### src/rtl/enc_pkg.sv
// Shared symbol codes and FSM state encoding for the 8b10b transmit path.
package enc_pkg;

  localparam logic [7:0] SYM_IDLE  = 8'hBC;  // K28.5
  localparam logic [7:0] SYM_SOP   = 8'hFB;  // K27.7
  localparam logic [7:0] SYM_EOP   = 8'hFD;  // K29.7
  localparam logic [7:0] SYM_FILL  = 8'hF7;  // K23.7
  localparam logic [7:0] SYM_ALIGN = 8'hBC;  // K28.5

  typedef enum logic [2:0] {
    ST_IDLE,
    ST_SOP,
    ST_DATA,
    ST_ALIGN,
    ST_EOP
  } enc_state_t;

endpackage

### src/rtl/enc_tx_sequencer.sv
// Frames upstream payload bytes into SOP/DATA/ALIGN/EOP symbol streams for an
// 8b10b encoder, one registered symbol per clock.
module enc_tx_sequencer
  import enc_pkg::*;
#(
  parameter int unsigned ALIGN_PERIOD = 256
) (
  input  logic        clk,
  input  logic        rst_n,
  input  logic        link_en,
  input  logic        tx_valid,
  input  logic [7:0]  tx_data,
  input  logic        tx_last,
  output logic        tx_ready,
  output logic        enc_k,
  output logic [7:0]  enc_data,
  input  logic        enc_k_err,
  input  logic        err_clr,
  output logic        err_sticky,
  output logic [15:0] pkt_cnt
);

  localparam logic [15:0] ALIGN_LAST = 16'(ALIGN_PERIOD - 1);

  enc_state_t  state, state_nxt;
  logic [15:0] align_cnt, align_cnt_nxt;
  logic        sym_k;
  logic [7:0]  sym_data;
  logic        pkt_done;
  logic        accept;

  assign accept = tx_valid && tx_ready;

  always_ff @(posedge clk or negedge rst_n) begin
    if (!rst_n) begin
      state     <= ST_IDLE;
      align_cnt <= '0;
      enc_k     <= 1'b1;
      enc_data  <= SYM_IDLE;
      pkt_cnt   <= '0;
    end else begin
      state     <= state_nxt;
      align_cnt <= align_cnt_nxt;
      enc_k     <= sym_k;
      enc_data  <= sym_data;
      if (pkt_done) pkt_cnt <= pkt_cnt + 16'd1;
    end
  end

  // Set has priority so an error coinciding with a clear is never lost.
  always_ff @(posedge clk or negedge rst_n) begin
    if (!rst_n)          err_sticky <= 1'b0;
    else if (enc_k_err)  err_sticky <= 1'b1;
    else if (err_clr)    err_sticky <= 1'b0;
  end

  always_comb begin
    state_nxt     = state;
    align_cnt_nxt = align_cnt;
    case (state)
      ST_IDLE:  if (link_en && tx_valid) state_nxt = ST_SOP;
      ST_SOP: begin
        state_nxt     = ST_DATA;
        align_cnt_nxt = '0;
      end
      ST_DATA: begin
        // End of packet wins over a due alignment symbol.
        if (accept) begin
          if (tx_last) begin
            state_nxt     = ST_EOP;
            align_cnt_nxt = '0;
          end else if (align_cnt == ALIGN_LAST) begin
            state_nxt     = ST_ALIGN;
            align_cnt_nxt = '0;
          end else begin
            align_cnt_nxt = align_cnt + 16'd1;
          end
        end
      end
      ST_ALIGN: state_nxt = ST_DATA;
      ST_EOP:   state_nxt = ST_IDLE;
      default:  state_nxt = ST_IDLE;
    endcase
  end

  always_comb begin
    tx_ready = 1'b0;
    sym_k    = 1'b1;
    sym_data = SYM_IDLE;
    pkt_done = 1'b0;
    case (state)
      ST_IDLE:  sym_data = SYM_IDLE;
      ST_SOP:   sym_data = SYM_SOP;
      ST_DATA: begin
        tx_ready = 1'b1;
        if (tx_valid) begin
          sym_k    = 1'b0;
          sym_data = tx_data;
        end else begin
          sym_data = SYM_FILL;
        end
      end
      ST_ALIGN: sym_data = SYM_ALIGN;
      ST_EOP: begin
        sym_data = SYM_EOP;
        pkt_done = 1'b1;
      end
      default:  sym_data = SYM_IDLE;
    endcase
  end

endmodule

### config.mk
export PLATFORM = sky130hd
export DESIGN_NAME = enc_tx_sequencer
export DESIGN_NICKNAME = d
export VERILOG_FILES = /design/src/rtl/enc_pkg.sv /design/src/rtl/enc_tx_sequencer.sv
export SDC_FILE = /design/constraint.sdc
export NUM_CORES = 1
export LEC_CHECK = 0
export ABC_AREA = 1
export BUFFER_PORTS_ARGS = -buffer_cell sky130_fd_sc_hd__buf_2
export CELL_PAD_IN_SITES_DETAIL_PLACEMENT = 1
export CELL_PAD_IN_SITES_GLOBAL_PLACEMENT = 1
export CORE_MARGIN = 5
export CORE_UTILIZATION = 41
export DETAILED_ROUTE_END_ITERATION = 8
export PLACE_DENSITY_LB_ADDON = 0.1
export SLEW_MARGIN = 0
export SYNTH_ARGS = -nofsm -noshare
export SYNTH_HDL_FRONTEND = slang
export SYNTH_SLANG_ARGS = --single-unit
### constraint.sdc
create_clock -name clk -period 1.7 [get_ports clk]
set_input_delay 0.255 -clock clk [delete_from_list [all_inputs] [get_ports clk]]
set_output_delay 0.255 -clock clk [all_outputs]
set_load 0.05 [all_outputs]
==> impl_metrics.json, run 1 <==
{
  "start_util_pct": 41.9,
  "cts_buffers": 5,
  "post-place-ws_ns": 0.150,
  "path_buf_inv": 2,
  "overflow": 0,
  "cts_root_buffer": "clkbuf_8",
  "p_leak_nw": 1.48,
  "synthTopCellsByArea": "dfrtp_1, nand2_1, dfstp_2",
  "regArea_mm2": 0.00113,
  "gp_congestion": 0.829,
  "synth.area.mux_share_pct": 0,
  "fin_ws_ns": 0.0989,
  "synthSimpleGateAreaFrac_pct": 37.7,
  "cp_slowest_cell": "dfrtp_2",
  "synthCells": 305,
  "via_count": 2100,
  "syn_area_mm2": 0.00248,
  "arrival_ns": 1.35,
  "die_y_um": 87.8,
  "track_usage_pct": 18.6,
  "row_count": 28,
  "crit_required_ns": 1.44,
  "peakVddDrop_uv": 800,
  "area_growth_pct": 18.0,
  "cp_top_family": "flip-flops",
  "grt_setup_unrepaired": "no",
  "io_pins": 42,
  "insertion_delay_ns": 0.30,
  "grt_first_pass_wirelength_mm": 11.0,
  "holdPathStages": 2,
  "synth_nets": 322,
  "r2r-start": "align_cnt[1]",
  "layoutNonFillerInstCount": 431,
  "multiInputGateArea_mm2": 0.00115,
  "synth_warnings": 0,
  "maxCapViolCount": 0,
  "cts_tree": "built",
  "cts_buffer_depth": 2,
  "yosysUniqueCellTypes": 31,
  "synth_top_family_by_area": "simple AND/OR/NAND/NOR gates",
  "worst_pin_slew_ns": 0.454,
  "synth_compound_area_share_pct": 2.47,
  "remaining_drc_errors": 0,
  "powerDensity_mw_per_mm2": 1240,
  "end_kind": "primary output",
  "synth_top_area_share_pct": 39.3,
  "status": "completed",
  "coreArea_mm2": 0.00592,
  "dp_cells": 422,
  "post-route-min-period_ns": 1.60,
  "synth_fa_ha_area_share_pct": 1.01,
  "nets": 372,
  "yosys_register_bits": 45,
  "grt_pass1_vias": 2309,
  "r2r-end": "align_cnt[4]",
  "relSlewSlack_pct": 69.7,
  "p_total_mw": 3.64,
  "finalWirelength_mm": 6.25,
  "fin_setup_tns_ns": 0,
  "die_area_mm2": 0.00771,
  "drv_slew": 0,
  "antenna_cells": 0,
  "final_util_pct": 49.5,
  "first_pass_iters": 4,
  "critPathMaxFanout": 5,
  "setup_violations": 0,
  "ctsHtreeMaxLevel": 2,
  "avgSynthCellArea_um2": 8.14,
  "cpPeakStageDelay_ns": 0.46,
  "ant_nets": 0,
  "synth_top_cell_by_area": "dfrtp_1",
  "fin_skew_ns": 0.00815,
  "viasPerCell": 4.87,
  "timing.final.crit_share_pct": 94.2,
  "clkTransAtPathRegs_ns": 0.09,
  "yosysSeqAreaShare_pct": 45.6,
  "fmax_mhz": 625,
  "critPathLaunchType": "register",
  "grt_antenna_before_repair": 0,
  "port_buffers": 41,
  "dp_hpwl_mm": 4.95,
  "layout-drive-gt1-share_pct": 26.1,
  "criticalPathCategory": "register to primary output",
  "cp_cell_sequence": "nor2_4 -> nand2_2 -> inv_2 -> buf_6",
  "reg2reg_depth": 8,
  "holdPathEnd": "err_sticky",
  "hold_viol": 0,
  "min-delay-path-class": "input port to register",
  "cts_sinks": 45,
  "n_fill_cell": 742,
  "r2r_slack_ns": 0.17,
  "min_from": "err_clr",
  "grt_max_degree": 28,
  "synth_xor_area_share_pct": 4.94,
  "routedWlPerCell_um": 14.5,
  "drtIter0Drc": 36,
  "die_x_um": 87.8
}
[final cells by class]
class                           count  share of cell area [%]
Multi-Input combinational cell    212                    39.2
Sequential cell                    45                    38.7
Timing Repair Buffer               45                    8.75
Inverter                           46                    6.06
Tap cell                           75                    3.20
Clock buffer                        6                    2.82
Clock inverter                      2                    1.28
[logic make-up (layout without fill, tap and decap cells)]
group,after synthesis,in the layout
flops,45,45
xor+xnor,14,14
buf+inv,48,99
fa+ha+maj,2,2
simple gates,185,185
compound gates,11,11
[cells in the mapped netlist]
cell      instances
inv_4             2
xnor2_1           2
xor2_1           12
nor2_4            5
and2_1            1
dfrtp_1          39
nand4_1           9
buf_4             1
nand3_1          16
inv_2             2
nor3_2            1
nand2_2           3
dfstp_2           6
nand3b_1          1
nor3_1            6
nor2_8            1
buf_12            1
nand2_4           2
o22ai_1           1
inv_1            42
or2_2             3
nor2_1           38
nor2_2            3
o21bai_1          2
nand3_2           7
o21ai_0           7
nand2_1          86
ha_1              2
nand3_4           2
o21ai_1           1
nand2_8           1
[layout by cell type (no fill, tap or decap), types with 3 or more instances in the layout]
cell type,synthesis,routed
buf_2,0,40
inv_2,2,3
nor2_1,38,38
nand4_1,9,9
dfstp_2,6,6
dfrtp_1,39,38
nand3_2,7,7
o21ai_0,7,7
nand2_2,3,4
inv_1,42,41
nand3_1,16,16
nor2_2,3,3
nor3_1,6,6
clkbuf_8,0,6
nor2_4,5,5
or2_2,3,3
xor2_1,12,12
nand2_1,86,85
[state kept, by name (all words and copies together) (netlist names)]
name and count:
align_cnt 16, enc_data 8, enc_k 1, err_sticky 1, pkt_cnt 16, state 3
[what timing repair did]
item,CTS,global route
setup buffers,0,0
gates resized for setup,4,1
hold buffers,1,0
pin swaps,0,1
endpoints found under the hold margin,13,0
setup endpoints to repair,1,8
[worst max path at each step]
stage	startpoint	to	slack [ns]	depth (start not counted)
after detailed placement	align_cnt[1]	align_cnt[4]	0.15	8
final	state[0]	tx_ready	0.1	4
after CTS	state[0]	tx_ready	0.03	4
after global routing	state[0]	tx_ready	0.003	4
after floorplan	pkt_cnt[2]	pkt_cnt[11]	0.08	6
after global placement	state[0]	tx_ready	0.24	4
[metrics by stage]
step | instance area (um^2) | hold slack, ns
floorplan | 2480 | -0.0406
global placement | 2790 | 0.231
detailed placement | 2790 | 0.234
CTS | 2930 | 0.112
global route | 2930 | 0.127
finish | 2930 | 0.120
[where the power goes]
| group | switching (mW) | internal, mW |
|---|---|---|
| Sequential | 0.124 | 1.25 |
| Combinational | 1.06 | 0.334 |
| Clock | 0.389 | 0.478 |
[layer usage]
metal / global-route usage, % / share of wire [%] / vias up
met5: 0 / 0 / -
met4: 6.28 / 1.3 / 0
met3: 3.57 / 2.5 / 5
met2: 32.5 / 51 / 23
met1: 22.8 / 46 / 1028
li1: - / - / 1044
No activity file was read; power rests on OpenSTA's default activity.
==> run 2, diff against run 1 <==
--- a/config.mk
+++ b/config.mk
@@ -10,7 +10,7 @@
 export CELL_PAD_IN_SITES_DETAIL_PLACEMENT = 1
 export CELL_PAD_IN_SITES_GLOBAL_PLACEMENT = 1
 export CORE_MARGIN = 5
-export CORE_UTILIZATION = 41
+export CORE_UTILIZATION = 29
 export DETAILED_ROUTE_END_ITERATION = 8
 export PLACE_DENSITY_LB_ADDON = 0.1
 export SLEW_MARGIN = 0
==> run 2 against run 1 <==
Against the previous run:
- first-iteration DRC count is 2.8% higher
- power is 5.2% lower
- utilization is 14 points lower
- clock skew hardly changed
- cell area is 0.85% higher
- sequential cell count stayed put
- sequential power hardly changed
- register-to-register slack better by 0.05 ns
- routed wire length is 0.11% lower
- combinational power hardly changed
- worst hold slack better by 0.0089 ns
==> impl_metrics.json, run 2 (same netlist as run 1, synthesis figures left out) <==
{
  "powerDensity_mw_per_mm2": 1170,
  "arrival_ns": 1.34,
  "fin_area_mm2": 0.00296,
  "ant_nets": 0,
  "peakVddDrop_uv": 711,
  "fin_skew_ns": 0.00769,
  "criticalPathCategory": "register to primary output",
  "grt_antenna_before_repair": 0,
  "die_area_mm2": 0.0105,
  "ctsHtreeMaxLevel": 2,
  "status": "completed",
  "crit_required_ns": 1.44,
  "grt_max_degree": 46,
  "drv_slew": 0,
  "final_cell_mix": "nand2_1, inv_1, buf_2",
  "grt_setup_unrepaired": "no",
  "drtIter0Drc": 37,
  "final_util_pct": 35.6,
  "port_buffers": 41,
  "min-delay-path-class": "input port to register",
  "reg.largest.list": "align_cnt (16), pkt_cnt (16), enc_data (8)",
  "hold_viol": 0,
  "cts_buffer_depth": 2,
  "gp_congestion": 0.793,
  "fmax_mhz": 625,
  "worst_pin_slew_ns": 0.352,
  "layout-drive-gt1-share_pct": 26.1,
  "finalWirelength_mm": 6.25,
  "track_usage_pct": 13.1,
  "cp_slowest_cell": "dfrtp_2",
  "relSlewSlack_pct": 76.3,
  "post-route-min-period_ns": 1.60,
  "overflow": 0,
  "fin_setup_tns_ns": 0,
  "grt_first_pass_wirelength_mm": 10.9,
  "cpPeakStageDelay_ns": 0.46,
  "nets": 376,
  "io_pins": 42,
  "end_kind": "primary output",
  "cts_root_buffer": "clkbuf_8",
  "viasPerCell": 4.50,
  "mostFrequentLayoutCell": "nand2_1",
  "routedWlPerCell_um": 13.4,
  "cts_tree": "built",
  "p_leak_nw": 1.48,
  "path_buf_inv": 2,
  "post-place-ws_ns": 0.0930,
  "area_growth_pct": 19.0,
  "cts_buffers": 5,
  "fin_ws_ns": 0.101,
  "insertion_delay_ns": 0.30,
  "cp_top_family": "flip-flops",
  "first_pass_iters": 4,
  "placed_area_mm2": 0.00285,
  "maxCapViolCount": 0,
  "critPathMaxFanout": 4,
  "remaining_drc_errors": 0,
  "clkTransAtPathRegs_ns": 0.08,
  "via_count": 2093,
  "die_x_um": 103,
  "cts_sinks": 45,
  "p_total_mw": 3.45,
  "grt_pass1_vias": 2290,
  "cp_cell_sequence": "nor2_4 -> nand2_2 -> inv_1 -> buf_4",
  "critPathLaunchType": "register",
  "start_util_pct": 29.9,
  "die_y_um": 103,
  "r2r_slack_ns": 0.22,
  "dp_hpwl_mm": 4.83,
  "coreArea_mm2": 0.00830,
  "antenna_cells": 0,
  "setup_violations": 0,
  "timing.final.crit_share_pct": 94.1,
  "row_count": 33
}
## run 2: changes by cell type in the layout (fill, tap and decap cells not counted)
cell        before  now
buf_4            2    7
buf_6            1    0
bufinv_16        1    0
clkbuf_1         0    2
clkbuf_8         6    5
clkinv_2         0    1
clkinvlp_4       1    0
inv_1           41   42
inv_2            3    2
## run 2: layout make-up
type                            instances  area (um^2)
Clock buffer                            7         76.3
Clock inverter                          1         5.00
Fill cell                            1003         5340
Inverter                               46          178
Multi-Input combinational cell        212         1150
Sequential cell                        45         1130
Tap cell                              105          131
Timing Repair Buffer                   49          283
## run 2: power breakdown
group | internal, mW | switching (mW)
Sequential | 1.25 | 0.117
Clock | 0.290 | 0.379
Combinational | 0.358 | 1.05
## run 2: timing repair
| action | 4_1_cts | 5_1_grt |
|---|---|---|
| hold buffers | 1 | 0 |
| endpoints found under the setup margin | 1 | 8 |
| pin swaps | 0 | 1 |
| endpoints found under the hold margin | 39 | 0 |
| gates resized for setup | 1 | 2 |
| buffers inserted | 0 | 1 |
## run 2: worst paths after layout
check	from	endpoint	cells after the start
hold / removal	err_clr	err_sticky	2
setup reg to reg	state[1]	pkt_cnt[8]	8
min in group asynchronous	rst_n	align_cnt[3]	3
setup / recovery	state[0]	tx_ready	4
hold reg to reg	err_sticky	err_sticky	2
max in group asynchronous	rst_n	enc_data[2]	3
## run 2: stage by stage
step,instances,hold WS [ns]
after floorplan,305,-0.0406
after global placement,455,0.265
after detailed placement,455,0.264
after CTS,464,0.121
after global routing,465,0.116
final,465,0.129
## run 2: routing by layer
metal / part of all wire, % / GRT usage, %
met1: 46 / 16.6
met3: 3.1 / 3.04
met4: 0.77 / 3.03
met5: 0 / 0
met2: 50 / 22.7
